===== config.mk =====
export PLATFORM = sky130hd
export DESIGN_NAME = rot_sequencer
export DESIGN_NICKNAME = d
export VERILOG_FILES = /design/src/rtl/rot_sequencer.sv
export SDC_FILE = /design/constraint.sdc
export NUM_CORES = 1
export LEC_CHECK = 0
export ABC_AREA = 1
export BUFFER_PORTS_ARGS = -buffer_cell sky130_fd_sc_hd__buf_2
export CAP_MARGIN = 5
export CELL_PAD_IN_SITES_DETAIL_PLACEMENT = 1
export CELL_PAD_IN_SITES_GLOBAL_PLACEMENT = 2
export CORE_ASPECT_RATIO = 0.5
export CORE_MARGIN = 2
export CORE_UTILIZATION = 29
export DETAILED_ROUTE_END_ITERATION = 12
export PLACE_DENSITY_LB_ADDON = 0.12
export SKIP_CTS_REPAIR_TIMING = 1
export SYNTH_ARGS = -nofsm -noshare
export SYNTH_HDL_FRONTEND = slang
export SYNTH_SLANG_ARGS = --single-unit

===== constraint.sdc =====
create_clock -name clk -period 21.7 [get_ports clk]
set_input_delay 2.17 -clock clk [delete_from_list [all_inputs] [get_ports clk]]
set_output_delay 2.17 -clock clk [all_outputs]
set_load 0.01 [all_outputs]

===== src/rtl/rot_sequencer.sv =====
// rot_sequencer: sequencing controller for the accelerometer frame-rotation
// datapath (sin/cos table RAM + encoder feeding the linear-transform core).
//
// It serialises host table writes against rotations, so the table never
// changes while the core is busy. It hands one registered sample at a time to
// the core and returns the X/Y/Z results on a valid/ready output.
//
// Ports:
//   clk, rst            clock, asynchronous active-high reset
//   cfg_req/ref/addr/data, cfg_ack
//                       host table write (entry or reference word) + ack pulse
//   s_valid/s_ready, s_acx/acy/acz, s_theta
//                       raw sample input handshake
//   rot_acx/acy/acz, rot_theta, rot_enable, rot_busy, rot_xac/yac/zac
//                       rotation core interface
//   tbl_w, tbl_w_ref, tbl_addr, tbl_data
//                       core table-write port
//   m_valid/m_ready, m_x/m_y/m_z
//                       result output handshake
//   table_ready         table loaded and consistent (set by a reference write)
//   err_timeout         sticky busy-watchdog error
//
// Optional build macro SEQ_STATS_EN adds:
//   stat_samples  (16b, wrapping count of delivered results)
//   stat_timeouts (8b, saturating count of watchdog expiries)
module rot_sequencer #(
  parameter int unsigned TIMEOUT_W    = 8,
  parameter int unsigned BUSY_TIMEOUT = 200
) (
  input  logic        clk,
  input  logic        rst,
  input  logic        cfg_req,
  input  logic        cfg_ref,
  input  logic [7:0]  cfg_addr,
  input  logic [31:0] cfg_data,
  output logic        cfg_ack,
  input  logic        s_valid,
  output logic        s_ready,
  input  logic [15:0] s_acx,
  input  logic [15:0] s_acy,
  input  logic [15:0] s_acz,
  input  logic [31:0] s_theta,
  output logic [15:0] rot_acx,
  output logic [15:0] rot_acy,
  output logic [15:0] rot_acz,
  output logic [31:0] rot_theta,
  output logic        rot_enable,
  input  logic        rot_busy,
  input  logic [31:0] rot_xac,
  input  logic [31:0] rot_yac,
  input  logic [31:0] rot_zac,
  output logic        tbl_w,
  output logic        tbl_w_ref,
  output logic [7:0]  tbl_addr,
  output logic [31:0] tbl_data,
  output logic        m_valid,
  input  logic        m_ready,
  output logic [31:0] m_x,
  output logic [31:0] m_y,
  output logic [31:0] m_z,
  output logic        table_ready,
  output logic        err_timeout
`ifdef SEQ_STATS_EN
  ,
  output logic [15:0] stat_samples,
  output logic [7:0]  stat_timeouts
`endif
);

  localparam logic [2:0] IDLE    = 3'd0;
  localparam logic [2:0] CFG     = 3'd1;
  localparam logic [2:0] START   = 3'd2;
  localparam logic [2:0] WAIT_HI = 3'd3;
  localparam logic [2:0] WAIT_LO = 3'd4;
  localparam logic [2:0] OUT     = 3'd5;

  localparam logic [TIMEOUT_W-1:0] WDOG_LAST = TIMEOUT_W'(BUSY_TIMEOUT - 1);

  logic [2:0]           state;
  logic                 cfg_is_ref;
  logic [TIMEOUT_W-1:0] wdog;
  logic                 waiting;
  logic                 timeout_fire;
  logic                 handshake;

  // Strobes decode straight from the state register: each lives in exactly
  // one single-cycle state, so they are one-cycle pulses and mutually
  // exclusive (cfg_ack intentionally accompanies the table strobe).
  assign cfg_ack    = (state == CFG);
  assign tbl_w      = (state == CFG) & ~cfg_is_ref;
  assign tbl_w_ref  = (state == CFG) & cfg_is_ref;
  assign rot_enable = (state == START);
  assign m_valid    = (state == OUT);
  assign s_ready    = (state == IDLE) & table_ready & ~cfg_req;

  // Still waiting on the core: busy not yet high in WAIT_HI, or still high in
  // WAIT_LO. The watchdog expires on the BUSY_TIMEOUT-th such cycle.
  assign waiting      = ((state == WAIT_HI) & ~rot_busy) |
                        ((state == WAIT_LO) &  rot_busy);
  assign timeout_fire = waiting & (wdog == WDOG_LAST);
  assign handshake    = (state == OUT) & m_ready;

  always_ff @(posedge clk or posedge rst) begin
    if (rst) begin
      state       <= IDLE;
      cfg_is_ref  <= 1'b0;
      wdog        <= '0;
      tbl_addr    <= '0;
      tbl_data    <= '0;
      rot_acx     <= '0;
      rot_acy     <= '0;
      rot_acz     <= '0;
      rot_theta   <= '0;
      m_x         <= '0;
      m_y         <= '0;
      m_z         <= '0;
      table_ready <= 1'b0;
      err_timeout <= 1'b0;
    end else begin
      case (state)
        IDLE: begin
          if (cfg_req) begin
            tbl_addr   <= cfg_addr;
            tbl_data   <= cfg_data;
            cfg_is_ref <= cfg_ref;
            state      <= CFG;
          end else if (s_valid && table_ready) begin
            rot_acx   <= s_acx;
            rot_acy   <= s_acy;
            rot_acz   <= s_acz;
            rot_theta <= s_theta;
            state     <= START;
          end
        end
        CFG: begin
          // Reference write completes a table load; any entry write
          // invalidates it until the reference is written again.
          table_ready <= cfg_is_ref;
          state       <= IDLE;
        end
        START: begin
          wdog  <= '0;
          state <= WAIT_HI;
        end
        WAIT_HI: begin
          if (rot_busy) begin
            wdog  <= '0;
            state <= WAIT_LO;
          end else if (timeout_fire) begin
            err_timeout <= 1'b1;
            state       <= IDLE;
          end else begin
            wdog <= wdog + TIMEOUT_W'(1);
          end
        end
        WAIT_LO: begin
          if (!rot_busy) begin
            m_x   <= rot_xac;
            m_y   <= rot_yac;
            m_z   <= rot_zac;
            state <= OUT;
          end else if (timeout_fire) begin
            err_timeout <= 1'b1;
            state       <= IDLE;
          end else begin
            wdog <= wdog + TIMEOUT_W'(1);
          end
        end
        OUT: begin
          if (m_ready) state <= IDLE;
        end
        default: state <= IDLE;
      endcase
    end
  end

`ifdef SEQ_STATS_EN
  always_ff @(posedge clk or posedge rst) begin
    if (rst) begin
      stat_samples  <= '0;
      stat_timeouts <= '0;
    end else begin
      if (handshake) stat_samples <= stat_samples + 16'd1;
      if (timeout_fire && (stat_timeouts != '1)) stat_timeouts <= stat_timeouts + 8'd1;
    end
  end
`else
  logic unused_stats;
  assign unused_stats = handshake;
`endif

endmodule


==> results.yml, run 1 <==
timing:
  relSlewSlack: 0.3031
  fin_setup_tns_ns: 0
  drv_slew: 0
  finalWorstSetupSlack_ns: 16.57
  final.period_utilization: 0.2364
  finalSetupViolCount: 0
  rsz0062_at_grt: "no"
  max_freq_ghz: 0.1949
  period_minus_slack_ns: 5.130
  clock_skew_ns: 0.01870
  hold_violations: 0
  worst_pin_slew_ns: 1.045
  hold_slack_ns: 0.4682
power_and_ir_drop:
  p_switching_mw: 0.6718
  ir_drop_mv: 0.06227
  switching_share: 0.3656
  clock_power_share: 0.229
  p_int_mw: 1.166
  leakage_nw: 6.964
  power_frac_comb: 0.380
  p_seq_frac: 0.392
  power_density_nw_per_um2: 146.5
drt:
  drtPass1Iterations: 4
  vias: 7509
  ant_nets: 0
  drt_iter0_drc: 274
  routed_wirelength_mm: 30.46
  routed_via_density: 4.376
  remaining_drc_errors: 0
  wl_per_cell_um: 17.75
finish:
  drive_gt1_frac: 0.4655
  fillers: 3576
  area_growth_pct: 37.93
  fin_nets: 1495
  regArea_um2: 5756
  multi_input_area_um2: 3050
  mostFrequentLayoutCell: "buf_2"
  finalNonFillerCells: 1716
  fin_util: 0.4101
  final_cell_mix: "buf_2 (446), nand2_1 (309), dfrtp_1 (230)"
critical_path:
  cp_top_family: "simple AND/OR/NAND/NOR gates"
  slowest_stage: "nor2_1"
  cp_cell_sequence: "buf_2 -> nand3b_1 -> nor2_1 -> buf_2"
  end_kind: "output pin"
  worst_r2r_path_depth: 6
  reg2reg_slack_ns: 19.25
  cp.required_ns: 19.53
  critPathBufInv: 2
  slowest_delay_ns: 0.25
  crit_top_cell: "buf_2"
  r2r-end: "m_x[15]"
  cp_data_arrival_time_ns: 2.96
  timing.rr.start: "state[1]"
  critPathKind: "input port to output pin"
  path_max_fanout: 3
  worstSetupStartpointType: "input port"
synthesis:
  syn_avg_cell_area_um2: 10.89
  ys_ff_latch: 230
  synthesis.instances: 835
  yosysSeqAreaShare: 0.6331
  ys_warn_count: 0
  synth_nets: 1059
  synthDistinctLibCells: 25
  syn_area_um2: 9091
hold_path:
  hold_depth: 2
  hold_end: "err_timeout"
  worstHoldStart: "err_timeout"
  hold_path.class: "flop to flop"
floorplanning:
  core-area_um2: 30570
  die_y_um: 129.2
  dieWidth_um: 254.4
  die-area_um2: 32870
  core.rowCount: 45
  num_io_pins: 447
  start_util: 0.2974
grt:
  grt_max_degree: 99
  grt_usage: 0.1772
  grt.overflow.total: 0
  antenna_found_initial: 6
  grt_pass1_vias: 7815
  grt_pass1_wl_mm: 45.27
run_status:
  status: "completed"
cts:
  root_buffer: "clkbuf_16"
  cts_tree: "yes"
  clock_latency_ns: 0.53
  h-tree-depth: 1
  clk_pin_slew_ns: 0.06
  cts_buffers: 24
  ctsLongestPathBuffers: 3
  clock-sinks: 230
job:
  drv_cap: 0
placed_design:
  gp_congestion: 0.7744
  dp_slack_ns: 16.57
  hpwl_mm: 22.15
  portBuffers: 446
  dp_cells: 1668
-- registers in the layout, summed over array words and instances, names as in the netlist --
register and count:
cfg_is_ref 1, rot_acx 16, tbl_addr 8, m_y 32, state 3, rot_theta 32, tbl_data 32, err_timeout 1
m_x 32, rot_acy 16, table_ready 1, m_z 32, wdog 8, rot_acz 16
-- per-stage QoR --
stage | area, µm² | power [mW]
detailed placement | 11720 | 1.441
finish | 12540 | 1.838
global route | 12540 | 1.967
floorplan | 9091 | 1.106
global placement | 11720 | 1.418
CTS | 12530 | 1.875
-- power groups by stage --
| stage | clock network [mW] | registers, mW | logic [mW] |
|---|---|---|---|
| after floorplan | 0 | 0.813 | 0.293 |
| after global placement | 0 | 0.718 | 0.700 |
| after detailed placement | 0 | 0.727 | 0.713 |
| after CTS | 0.437 | 0.722 | 0.716 |
| after global routing | 0.454 | 0.746 | 0.767 |
| final | 0.420 | 0.720 | 0.698 |
-- how the worst max path moves through the flow --
| stage | to | slack [ns] | cells past startpoint | start |
|---|---|---|---|---|
| 6_report | s_ready | 16.57 | 4 | cfg_req |
| 5_1_grt | s_ready | 16.56 | 4 | cfg_req |
| 4_1_cts | s_ready | 16.56 | 4 | cfg_req |
| 3_5_place_dp | s_ready | 16.57 | 4 | cfg_req |
| 3_3_place_gp | s_ready | 16.54 | 4 | cfg_req |
| 2_1_floorplan | cfg_is_ref | 13.23 | 1 | rst |
-- layout make-up --
cell class / count / area share
clock inverter: 10 / 0.006586
timing repair buffer: 454 / 0.1828
antenna: 4 / 0.0007982
tap: 423 / 0.04221
sequential: 230 / 0.4590
inverter: 22 / 0.007184
clock buffer: 34 / 0.05817
multi-input combinational: 539 / 0.2433
-- worst min-delay path: stages, from the launching register on --
cell and delay [ns]:
dfrtp_1 0.34, inv_1 0.04, nand2_1 0.05
-- cells in the mapped netlist --
cell        n  area, µm²
a21oi_1     6      30.03
a31oi_1     1      6.260
buf_2      16      80.08
buf_6       4      45.04
clkbuf_1   24      90.09
clkinv_1    1      3.750
dfrtp_1   230       5756
ha_1        1      12.51
inv_1      20      75.07
inv_2       1      3.750
mux2_2     67      754.5
mux2_4     29      435.4
nand2_1   310       1164
nand2_2     2      12.51
nand3_1    12      60.06
nand3b_1    2      15.01
nand4_1     4      25.02
nor2_1     13      48.80
nor2_2      1      6.260
nor2_4      1      11.26
nor3_1      3      15.01
o21ai_0    84      420.4
o22ai_1     1      6.260
or2_2       1      6.260
xor2_1      1      8.760
-- kinds of logic (layout without fill, tap and decap cells) --
| family | count (synthesis) | in the layout | share of synthesized area |
|---|---|---|---|
| adder cells (fa/ha/maj) | 1 | 1 | 0.001376 |
| AO/OA/AOI/OAI | 92 | 92 | 0.05092 |
| buffers and inverters | 66 | 520 | 0.03275 |
| AND/OR/NAND/NOR | 349 | 349 | 0.1500 |
| XOR/XNOR | 1 | 1 | 0.0009636 |
| flip-flops | 230 | 230 | 0.6331 |
| other | 0 | 4 | 0 |
| multiplexers | 96 | 96 | 0.1309 |
-- layer usage --
| layer | track usage | up-vias | share of wire |
|---|---|---|---|
| met4 | 0.04983 | 2 | 0.024 |
| li1 | - | 3575 | - |
| met1 | 0.2109 | 3706 | 0.41 |
| met5 | 0 | - | 0.00036 |
| met2 | 0.3196 | 180 | 0.51 |
| met3 | 0.04460 | 46 | 0.060 |
Note: power is estimated with default switching activity, not from simulation.
==> run 2: changes to the inputs <==
- CORE_UTILIZATION: 29 -> 24
- clock period: 21.7 -> 4.6 ns (I/O delays scaled with it)
==> results.yml, run 2 (synthesis gave the netlist of run 1 again) <==
job:
  drv_cap: 0
drt:
  remaining_drc_errors: 0
  drt_iter0_drc: 297
  vias: 7474
  routed_wirelength_mm: 31.01
  drtPass1Iterations: 4
  ant_nets: 0
  wl_per_cell_um: 17.34
  routed_via_density: 4.180
floorplanning:
  dieWidth_um: 279.2
  start_util: 0.2434
  die-area_um2: 39550
  core.rowCount: 50
  core-area_um2: 37350
  num_io_pins: 447
  die_y_um: 141.6
cts:
  root_buffer: "clkbuf_16"
  cts_tree: "yes"
  cts_buffers: 24
  ctsLongestPathBuffers: 3
  clock_latency_ns: 0.52
  clk_pin_slew_ns: 0.06
  clock-sinks: 230
  h-tree-depth: 1
timing:
  rsz0062_at_grt: "no"
  max_freq_ghz: 0.3867
  worst_pin_slew_ns: 1.079
  final.period_utilization: 0.5622
  clock_skew_ns: 0.01102
  fin_setup_tns_ns: 0
  finalWorstSetupSlack_ns: 2.014
  finalSetupViolCount: 0
  period_minus_slack_ns: 2.586
  relSlewSlack: 0.2807
  hold_violations: 0
  drv_slew: 0
finish:
  final_cell_mix: "buf_2 (446), nand2_1 (309), dfrtp_1 (230)"
  mostFrequentLayoutCell: "buf_2"
  fin_nets: 1497
  drive_gt1_frac: 0.4654
  area_growth_pct: 39.03
  fillers: 4312
  regArea_um2: 5756
  multi_input_area_um2: 3050
placed_design:
  gp_congestion: 0.7887
  dp_slack_ns: 2.054
  portBuffers: 446
  hpwl_mm: 22.14
grt:
  grt_max_degree: 125
  antenna_found_initial: 7
  grt_pass1_vias: 8070
  grt_usage: 0.1532
  grt_pass1_wl_mm: 47.58
  grt.overflow.total: 0
power_and_ir_drop:
  leakage_nw: 6.956
  ir_drop_mv: 0.2365
  power_density_nw_per_um2: 684.4
critical_path:
  cp.required_ns: 4.14
  end_kind: "output pin"
  cp_data_arrival_time_ns: 2.13
  worstSetupStartpointType: "flop"
  critPathKind: "flop to output pin"
  path_max_fanout: 83
hold_path:
  hold_path.class: "input port to flop"
run_status:
  status: "completed"
==> run 2: cell types whose count changed in the layout (fill, tap and decap cells not counted), sizes merged <==
cell | before | now
buf | 454 | 456
diode | 4 | 7
clkbuf | 34 | 33
inv | 22 | 20
clkinv | 9 | 6
clkinvlp | 0 | 2
==> run 2: power breakdown <==
group          switching [mW]  internal, mW  leakage [nW]
clock                   0.834          1.15         0.394
combinational            1.87          1.40          3.69
sequential              0.449          2.94          2.87
total                    3.16          5.49          6.96
==> run 2: metal layers <==
layer	GRT usage	up-vias	wire, µm
met3	0.03112	46	1270
li1	-	3579	-
met2	0.2875	155	17000
met4	0.05574	0	984
met1	0.1725	3694	11750
met5	0	-	0
==> run 2: worst paths after layout <==
kind,cells past startpoint,start,slack [ns],to
worst max-delay path,5,state[2],2.01,s_ready
worst min register to register,2,err_timeout,0.46,err_timeout
max in group asynchronous,3,rst,3.74,m_z[1]
worst max register to register,6,state[1],2.14,m_x[30]
worst min-delay path,3,cfg_data[24],0.12,tbl_data[24]
min in group asynchronous,3,rst,0.14,tbl_data[16]
==> run 2: cell type report <==
cell class	count	share of cell area
Sequential cell	230	0.4554
Multi-Input combinational cell	539	0.2413
Timing Repair Buffer	456	0.1835
Clock buffer	33	0.05741
Tap cell	494	0.04890
Inverter	22	0.006830
Clock inverter	7	0.005246
Antenna cell	7	0.001386
==> run 2: per-stage QoR <==
stage / instance area (µm²) / total power [mW] / hold WS [ns] / utilization / std cells
6_report: 12640 / 8.650 / 0.1250 / 0.3384 / 1788
5_1_grt: 12640 / 9.311 / 0.1093 / 0.3384 / 1788
4_1_cts: 12620 / 8.874 / 0.09055 / 0.3380 / 1781
3_5_place_dp: 11830 / 6.806 / 0.4536 / 0.3168 / 1741
3_3_place_gp: 11830 / 6.707 / 0.4467 / 0.3168 / 1741
2_1_floorplan: 9095 / 5.218 / 0.4909 / - / 835
==> run 2: critical path: stages (launching register included) <==
cell,delay [ns]
dfrtp_1,0.41
inv_1,0.11
nand3b_1,0.17
buf_4,0.65
nor2_1,0.07
buf_2,0.17
